--- src/rtl/comparador_serial_ctrl_if.sv ---
// Handshake/operand bundle between a requester and the bit-serial comparator.
// master drives the request side; slave is the comparator.
interface comparador_serial_ctrl_if #(
    parameter int WIDTH = 3,
    parameter int IW    = (WIDTH > 1) ? $clog2(WIDTH) : 1
);
    logic             start;
    logic [WIDTH-1:0] A;
    logic [WIDTH-1:0] B;
    logic             z;
    logic             y;
    logic             busy;
    logic             done;
    logic             f;
    logic [IW-1:0]    idx;

    modport master (
        output start, A, B, z, y,
        input  busy, done, f, idx
    );

    modport slave (
        input  start, A, B, z, y,
        output busy, done, f, idx
    );
endinterface

--- src/rtl/comparador_serial_ctrl.sv ---
// Bit-serial MSB-first unsigned comparator controller: captures A/B/mode on start,
// scans one bit per clock, then pulses done with the registered result f.
module comparador_serial_ctrl #(
    parameter int WIDTH = 3
) (
    input  logic                     clk,
    input  logic                     rst,
    comparador_serial_ctrl_if.slave  bus
);
    localparam int IW = (WIDTH > 1) ? $clog2(WIDTH) : 1;

    localparam logic [1:0] S_IDLE = 2'd0;
    localparam logic [1:0] S_SCAN = 2'd1;
    localparam logic [1:0] S_DONE = 2'd2;

    logic [1:0]       state_q, state_d;
    logic [WIDTH-1:0] a_q, a_d;
    logic [WIDTH-1:0] b_q, b_d;
    logic [1:0]       m_q, m_d;
    logic [IW-1:0]    idx_q, idx_d;
    logic             eq_q, eq_d;
    logic             gt_q, gt_d;
    logic             f_q, f_d;

    // One-bit compare cell, with eq/gt frozen once a difference has been seen.
    logic a_bit, b_bit;
    logic eq_nxt, gt_nxt, lt_nxt;
    logic f_nxt;

    always_comb begin
        a_bit  = a_q[idx_q];
        b_bit  = b_q[idx_q];
        eq_nxt = eq_q;
        gt_nxt = gt_q;
        if (eq_q && a_bit && !b_bit) begin
            eq_nxt = 1'b0;
            gt_nxt = 1'b1;
        end else if (eq_q && !a_bit && b_bit) begin
            eq_nxt = 1'b0;
            gt_nxt = 1'b0;
        end
        lt_nxt = ~eq_nxt & ~gt_nxt;
        case (m_q)
            2'b00:   f_nxt = eq_nxt;
            2'b01:   f_nxt = gt_nxt;
            2'b10:   f_nxt = lt_nxt;
            default: f_nxt = ~eq_nxt;
        endcase
    end

    always_comb begin
        state_d = state_q;
        a_d     = a_q;
        b_d     = b_q;
        m_d     = m_q;
        idx_d   = idx_q;
        eq_d    = eq_q;
        gt_d    = gt_q;
        f_d     = f_q;
        case (state_q)
            S_IDLE: begin
                if (bus.start) begin
                    a_d     = bus.A;
                    b_d     = bus.B;
                    m_d     = {bus.z, bus.y};
                    idx_d   = IW'(WIDTH - 1);
                    eq_d    = 1'b1;
                    gt_d    = 1'b0;
                    state_d = S_SCAN;
                end
            end
            S_SCAN: begin
                eq_d = eq_nxt;
                gt_d = gt_nxt;
                // Always the full WIDTH cycles; f is taken from the state including bit 0.
                if (idx_q == '0) begin
                    f_d     = f_nxt;
                    state_d = S_DONE;
                end else begin
                    idx_d = idx_q - 1'b1;
                end
            end
            S_DONE:  state_d = S_IDLE;
            default: state_d = S_IDLE;
        endcase
    end

    always_ff @(posedge clk) begin
        if (rst) begin
            state_q <= S_IDLE;
            a_q     <= '0;
            b_q     <= '0;
            m_q     <= '0;
            idx_q   <= '0;
            eq_q    <= 1'b1;
            gt_q    <= 1'b0;
            f_q     <= 1'b0;
        end else begin
            state_q <= state_d;
            a_q     <= a_d;
            b_q     <= b_d;
            m_q     <= m_d;
            idx_q   <= idx_d;
            eq_q    <= eq_d;
            gt_q    <= gt_d;
            f_q     <= f_d;
        end
    end

    assign bus.busy = (state_q != S_IDLE);
    assign bus.done = (state_q == S_DONE);
    assign bus.f    = f_q;
    assign bus.idx  = idx_q;

    a_done_one_cycle: assert property (@(posedge clk) disable iff (rst)
        (state_q == S_DONE) |=> (state_q == S_IDLE));
endmodule

--- src/flat_wrapper.sv ---
// flat-port wrapper written by rule: the top's interface ports become plain ports
module comparador_serial_ctrl_flat 
#(
    parameter int WIDTH = 3
)
  (clk, rst, bus_start, bus_A, bus_B, bus_z, bus_y, bus_busy, bus_done, bus_f, bus_idx);
  comparador_serial_ctrl_if #(.WIDTH(WIDTH)) bus_i ();
  input  logic clk;
  input  logic rst;
  input wire logic [$bits(bus_i.start)-1:0] bus_start;
  input wire logic [$bits(bus_i.A)-1:0] bus_A;
  input wire logic [$bits(bus_i.B)-1:0] bus_B;
  input wire logic [$bits(bus_i.z)-1:0] bus_z;
  input wire logic [$bits(bus_i.y)-1:0] bus_y;
  output wire logic [$bits(bus_i.busy)-1:0] bus_busy;
  output wire logic [$bits(bus_i.done)-1:0] bus_done;
  output wire logic [$bits(bus_i.f)-1:0] bus_f;
  output wire logic [$bits(bus_i.idx)-1:0] bus_idx;
  assign bus_i.start = bus_start;
  assign bus_i.A = bus_A;
  assign bus_i.B = bus_B;
  assign bus_i.z = bus_z;
  assign bus_i.y = bus_y;
  assign bus_busy = bus_i.busy;
  assign bus_done = bus_i.done;
  assign bus_f = bus_i.f;
  assign bus_idx = bus_i.idx;
  comparador_serial_ctrl #(.WIDTH(WIDTH)) u_core (.clk(clk), .rst(rst), .bus(bus_i));
endmodule
--- config.mk ---
export PLATFORM = sky130hd
export DESIGN_NAME = comparador_serial_ctrl_flat
export DESIGN_NICKNAME = d
export VERILOG_FILES = /design/src/rtl/comparador_serial_ctrl_if.sv /design/src/rtl/comparador_serial_ctrl.sv /design/src/flat_wrapper.sv
export SDC_FILE = /design/constraint.sdc
export NUM_CORES = 1
export LEC_CHECK = 0
export ABC_AREA = 1
export CORE_MARGIN = 10
export CORE_UTILIZATION = 43
export CTS_CLUSTER_DIAMETER = 50
export CTS_CLUSTER_SIZE = 20
export DETAILED_ROUTE_END_ITERATION = 6
export PLACE_DENSITY = 0.72
export SYNTH_ARGS = -nofsm -noshare
export SYNTH_HDL_FRONTEND = slang
export SYNTH_SLANG_ARGS = --single-unit
--- constraint.sdc ---
create_clock -name clk -period 1.21 [get_ports clk]
set_input_delay 0.121 -clock clk [delete_from_list [all_inputs] [get_ports clk]]
set_output_delay 0.121 -clock clk [all_outputs]
set_load 0.02 [all_outputs]
==> results of run 1 <==
repair_timing:
item,in CTS,in global routing
endpoints found under the setup margin,8,9
pin swaps,3,5
buffers inserted,0,0
gates resized for setup,15,5
registers in the layout, indices dropped and copies added (netlist names):
signal	flops
u_core.eq_q	1
u_core.m_q	2
u_core.state_q	2
u_core.b_q	3
u_core.bus.f	1
u_core.bus.idx	2
u_core.a_q	3
u_core.gt_q	1
metal layers:
metal  track usage, %  share of wire [%]
met5                0                  0
met4             2.87                1.3
met3             4.47                3.0
met2             19.0                 51
met1             12.5                 45
final timing paths:
kind,startpoint,end,cells past startpoint
max,u_core.bus.idx[0],u_core.bus.f,7
min,bus_A[2],u_core.a_q[2],3
max reg2reg,u_core.bus.idx[0],u_core.bus.f,7
min reg2reg,u_core.a_q[1],u_core.a_q[1],2
logic make-up (layout without fill, tap and decap cells):
group / count (synthesis) / in the layout / share of synthesized area, %
adders and majority gates: 1 / 1 / 1.66
buffers and inverters: 20 / 41 / 9.95
AOI/OAI and AO/OA: 23 / 23 / 16.8
and+or+nand+nor: 43 / 43 / 31.8
DFF: 15 / 15 / 39.8
through the flow:
step | hold WS, ns | setup TNS, ns | std cells | util, % | setup WS (ns)
CTS | 0.451 | -0.0587 | 140 | 59.4 | -0.0316
floorplan | 0.183 | 0 | 102 | - | 0.00259
global placement | 0.457 | -0.0589 | 136 | 56.4 | -0.0553
finish | 0.456 | -0.139 | 140 | 59.3 | -0.0863
global route | 0.476 | -0.472 | 140 | 59.3 | -0.164
detailed placement | 0.463 | -0.149 | 136 | 56.4 | -0.0807
layout by cell type (no fill, tap or decap):
cell              n
a21oi_2           1
inv_4             1
nor2_2            1
nand2_1           8
o21ai_2           1
buf_4             4
o21ai_0           9
ha_2              1
nor2_4            1
dfxtp_4           2
clkbuf_1          1
clkbuf_2          2
dfxtp_1          13
o211ai_1          1
inv_2             4
a31oi_1           1
inv_1            13
clkbuf_4          3
dlygate4sd2_1     3
nand2_4           3
nand3_2           8
nand2_2           4
nor2_1           15
o21ai_1           2
clkdlybuf4s50_1  10
a21oi_4           1
nand3_1           3
a21oi_1           7
final cells by class:
class / count / area [sq um]
multi-input cells: 67 / 410
repair buffers: 19 / 166
fillers: 165 / 687
clock buffers: 4 / 26.3
well taps: 17 / 21.3
flip-flops and latches: 15 / 308
inverters: 18 / 70.1
Yosys cell counts, drive strengths merged:
library cell,count
dfxtp,15
inv,18
a31oi,1
nor2,17
ha,1
a21oi,9
nand3,11
clkbuf,2
o21ai,12
o211ai,1
nand2,15
critical path, delay by kind of cell, from the launching register on:
| family | cells | cell delay [ns] |
|---|---|---|
| and+or+nand+nor | 4 | 0.35 |
| DFF | 1 | 0.38 |
| AOI/OAI and AO/OA | 3 | 0.52 |
power groups by stage:
stage / Clock [uW] / Combinational (uW) / Sequential [uW]
2_1_floorplan: 0 / 241 / 586
3_3_place_gp: 0 / 362 / 581
3_5_place_dp: 0 / 376 / 582
4_1_cts: 299 / 393 / 572
5_1_grt: 332 / 441 / 580
6_report: 286 / 399 / 574
==> flow_metrics.env, run 1 <==
export IMPL_outcome="finished with violations"
export IMPL_failed_checks="setup timing"
export IMPL_worst_slack_ns=-0.0863
export IMPL_power_density_mw_per_mm2=1260
export IMPL_sequentialPowerShare_pct=45.6
export IMPL_grt_setup_unrepaired="true"
export IMPL_synth_seq_cells=15
export IMPL_p_sw_share_pct=34.2
export IMPL_design_area_sq_mm=0.00100
export IMPL_numCtsBuffers=3
export IMPL_htree_levels=1
export IMPL_worst_path_largest_cell_delay_ns=0.38
export IMPL_net_switching_power_uw=430
export IMPL_cts_sinks=15
export IMPL_clkLatencyLatePin_ns=0.28
export IMPL_cts_reportedPaths_clkPinSlew_ns=0.09
export IMPL_rows=15
export IMPL_dp_hpwl_um=1400
export IMPL_drtIter0Drc=13
export IMPL_ios=16
export IMPL_port_buffers=15
export IMPL_maxCapViolations=0
export IMPL_synth_fp_nets=114
export IMPL_max_slew_margin_pct=81.4
export IMPL_ant_nets=0
export IMPL_cp_cell_sequence="o21ai_2 > nand2_4 > a21oi_4 > nand3_2 > nand3_2 > nand2_2 > a21oi_2"
export IMPL_clock_skew_ns=0.00530
export IMPL_max_freq_mhz=771
export IMPL_critPathSlowestCell="dfxtp_4"
export IMPL_core_area_sq_mm=0.00169
export IMPL_yosys_warnings=0
export IMPL_clkPwrFrac_pct=22.7
export IMPL_synth_avg_cell_area_sq_um=7.40
export IMPL_die_area_sq_mm=0.00383
export IMPL_die_x_um=61.9
export IMPL_hold_path_class="in2reg"
export IMPL_total_power_uw=1260
export IMPL_synth_distinct_cells=18
export IMPL_yosys_area_top_type="dfxtp_1"
export IMPL_cts_path_max_buffers=2
export IMPL_cp_arrival_ns=1.52
export IMPL_start_kind="register"
export IMPL_finalMaxSlewViolations=0
export IMPL_place_area_sq_um=953
export IMPL_areaGrowthSynthToFinish_pct=32.8
export IMPL_intPower_uw=828
export IMPL_grt_pass1_vias=668
export IMPL_setup_viol=3
export IMPL_syn_inst=102
export IMPL_routed_wl_um=1800
export IMPL_ir_drop_v=0.000799
export IMPL_root_buffer="clkbuf_4"
export IMPL_p_leak_uw=0.000462
export IMPL_synth_area_top_cells="dfxtp_1 (40%), nand3_2 (8.0%), nor2_1 (8.0%), inv_1 (7.0%), o21ai_0 (6.6%)"
export IMPL_post_drt_via_cell_ratio=5.00
export IMPL_start_util_pct=44.7
export IMPL_netlist_area_sq_um=754
export IMPL_cpMostUsedCell="nand3_2"
export IMPL_first_pass_iters=4
export IMPL_r2r_slack_ns=-0.09
export IMPL_antenna_cells=0
export IMPL_fin_crit_sh_pct=107
export IMPL_routedWlPerCell_um=12.9
export IMPL_place_gp_congestion=0.833
export IMPL_yosysSeqAreaShare_pct=39.8
export IMPL_combPwrFrac_pct=31.7
export IMPL_crit_path_max_fanout=7
export IMPL_grt_antenna_before_repair=0
export IMPL_path_class="reg2reg"
export IMPL_grt_usage_pct=11.1
export IMPL_grt_overflow=0
export IMPL_required_ns=1.44
export IMPL_tightest_slew_ns=0.279
export IMPL_synth_top_area_share_pct=39.8
export IMPL_cts_tree="built"
export IMPL_hold_violations=0
export IMPL_vias=700
export IMPL_grt_start_max_net_pins=13
export IMPL_endpoint_kind="register"
export IMPL_post_route_drc_count=0
export IMPL_num_nets_final=136
export IMPL_grt_pass1_wl_um=3150
export IMPL_ctsHoldBuffers=0
export IMPL_period_needed_ns=1.30
export IMPL_die_y_um=61.9
export IMPL_drive_gt1_share_pct=30.1
Power figures use the tool's default switching activity.
==> inputs of run 2 (changes only) <==
--- a/config.mk
+++ b/config.mk
@@ -9,3 +9,3 @@
 export CORE_MARGIN = 10
-export CORE_UTILIZATION = 43
+export CORE_UTILIZATION = 48
 export CTS_CLUSTER_DIAMETER = 50
@@ -13,3 +13,4 @@
 export DETAILED_ROUTE_END_ITERATION = 6
-export PLACE_DENSITY = 0.72
+export PLACE_DENSITY = 0.76
+export SLEW_MARGIN = 30
 export SYNTH_ARGS = -nofsm -noshare
==> constraint.sdc (replaced) <==
create_clock -name clk -period 1.2 [get_ports clk]
set_input_delay 0.12 -clock clk [delete_from_list [all_inputs] [get_ports clk]]
set_output_delay 0.12 -clock clk [all_outputs]
set_load 0.05 [all_outputs]
==> run 2 against run 1 <==
Against the previous run:
- critical path type unchanged
- clock skew down 0.0016 ns
- critical path depth grew 2
- cell count up 1.4%
- largest power group unchanged
- largest cell class unchanged
- fmax rose by 0.91%
- critical endpoint is now u_core.eq_q
- clock-buffer cell count shrank 1
- worst setup slack better by 0.0016 ns
- the run still ends with setup timing left
==> flow_metrics.env, run 2 (synthesis gave the netlist of run 1 again) <==
export IMPL_reg_top3="u_core.a_q (3), u_core.b_q (3)"
export IMPL_drtIter0Drc=3
export IMPL_maxCapViolations=0
export IMPL_core_area_sq_mm=0.00149
export IMPL_setup_viol=3
export IMPL_ant_nets=0
export IMPL_die_y_um=59.6
export IMPL_tightest_slew_ns=0.294
export IMPL_start_kind="register"
export IMPL_intPower_uw=891
export IMPL_p_leak_uw=0.000489
export IMPL_routedWlPerCell_um=12.7
export IMPL_grt_setup_unrepaired="true"
export IMPL_rows=14
export IMPL_hold_path_class="in2reg"
export IMPL_areaGrowthSynthToFinish_pct=46.3
export IMPL_grt_overflow=0
export IMPL_antenna_cells=0
export IMPL_post_drt_via_cell_ratio=5.03
export IMPL_path_class="reg2reg"
export IMPL_regArea_sq_um=308
export IMPL_max_freq_mhz=778
export IMPL_dp_slack_ns=-0.0543
export IMPL_ios=16
export IMPL_hold_ws_ns=0.453
export IMPL_cts_sinks=15
export IMPL_cts_path_max_buffers=2
export IMPL_clkLatencyLatePin_ns=0.28
export IMPL_hp_start="bus_A[1]"
export IMPL_first_pass_iters=4
export IMPL_vias=714
export IMPL_clock_skew_ns=0.00365
export IMPL_period_needed_ns=1.28
export IMPL_max_slew_margin_pct=80.4
export IMPL_fill_cells=106
export IMPL_dp_hpwl_um=1420
export IMPL_die_area_sq_mm=0.00356
export IMPL_total_power_uw=1380
export IMPL_multi_input_area_sq_um=425
export IMPL_drive_gt1_share_pct=38.1
export IMPL_grt_start_max_net_pins=13
export IMPL_cp_arrival_ns=1.45
export IMPL_die_x_um=59.6
export IMPL_grt_usage_pct=9.91
export IMPL_cts_tree="built"
export IMPL_outcome="finished with violations"
export IMPL_grt_pass1_wl_um=2840
export IMPL_post_route_drc_count=0
export IMPL_combPwrFrac_pct=36.5
export IMPL_start_util_pct=50.7
export IMPL_num_nets_final=139
export IMPL_clkPwrFrac_pct=21.3
export IMPL_fin_crit_sh_pct=107
export IMPL_crit_path_max_fanout=5
export IMPL_power_density_mw_per_mm2=1250
export IMPL_finalMaxSlewViolations=0
export IMPL_numCtsBuffers=3
export IMPL_routed_wl_um=1800
export IMPL_rr_startpoint="u_core.bus.idx[0]"
export IMPL_sequentialPowerShare_pct=42.2
export IMPL_cts_reportedPaths_clkPinSlew_ns=0.10
export IMPL_grt_pass1_vias=665
export IMPL_r2r_slack_ns=-0.08
export IMPL_mostFrequentLayoutCells="inv_1 (13), dfxtp_1 (13), nor2_1 (12)"
export IMPL_worst_slack_ns=-0.0847
export IMPL_net_switching_power_uw=491
export IMPL_place_gp_congestion=0.809
export IMPL_htree_levels=1
export IMPL_root_buffer="clkbuf_4"
export IMPL_failed_checks="setup timing"
export IMPL_hold_violations=0
export IMPL_port_buffers=15
export IMPL_ir_drop_v=0.000852
export IMPL_grt_antenna_before_repair=0
export IMPL_required_ns=1.37
export IMPL_p_sw_share_pct=35.5
export IMPL_cp_startpoint="u_core.bus.idx[0]"
export IMPL_endpoint_kind="register"
-- run 2: critical path, stage by stage, from the launching register on --
cell	delay (ns)
dfxtp_4	0.39
inv_4	0.08
nand2_2	0.05
nand3_2	0.07
nand2_4	0.08
nor2_4	0.10
nand2_4	0.07
buf_4	0.13
a21oi_2	0.10
o211ai_1	0.08
-- run 2: power groups by stage --
stage          combinational (uW)  clock, uW  sequential, uW
2_1_floorplan                 260          0             615
3_3_place_gp                  447          0             591
3_5_place_dp                  454          0             594
4_1_cts                       473        297             585
5_1_grt                       551        315             589
6_report                      504        294             583
-- run 2: path summary, 6_finish.rpt --
path              endpoint  cells after the start
min          u_core.a_q[1]                      3
max reg2reg    u_core.eq_q                      9
min reg2reg  u_core.a_q[1]                      2
max            u_core.eq_q                      9
-- run 2: layer usage --
| metal | global-route usage, % | part of all wire (%) | vias to the layer above |
|---|---|---|---|
| met4 | 3.53 | 0.44 | 0 |
| met1 | 12.9 | 47 | 328 |
| met3 | 2.79 | 2.9 | 2 |
| met2 | 15.0 | 49 | 10 |
| met5 | 0 | 0 | - |
| li1 | - | - | 374 |
-- run 2: per-stage QoR --
stage,util [%],instances,setup TNS [ns],cell area [sq um]
after floorplan,-,102,-0.0459,773
after global placement,68.7,136,-0.0359,1020
after detailed placement,68.7,136,-0.0665,1020
after CTS,71.9,140,-0.113,1070
after global routing,74.1,142,-0.648,1100
final,74.1,142,-0.223,1100
-- run 2: what timing repair did --
| item | 4_1_cts | 5_1_grt |
|---|---|---|
| pin swaps | 0 | 3 |
| setup buffers | 0 | 2 |
| endpoints found under the setup margin | 2 | 6 |
| resized for setup | 3 | 7 |
| hold buffers | 0 | 0 |
| gates cloned | 0 | 0 |
-- run 2: cell type report --
cell class | instances | share of cell area [%]
Clock buffer | 3 | 2.04
Clock inverter | 1 | 0.454
Inverter | 18 | 6.35
Tap cell | 16 | 1.81
Timing Repair Buffer | 22 | 22.9
Multi-Input combinational cell | 67 | 38.5
Sequential cell | 15 | 27.9
==> inputs of run 3 (changes only) <==
Settings changed: SLEW_MARGIN 30 to unset.
==> results of run 3 <==
The final DEF is identical to that of run 2; final timing and power are the same.
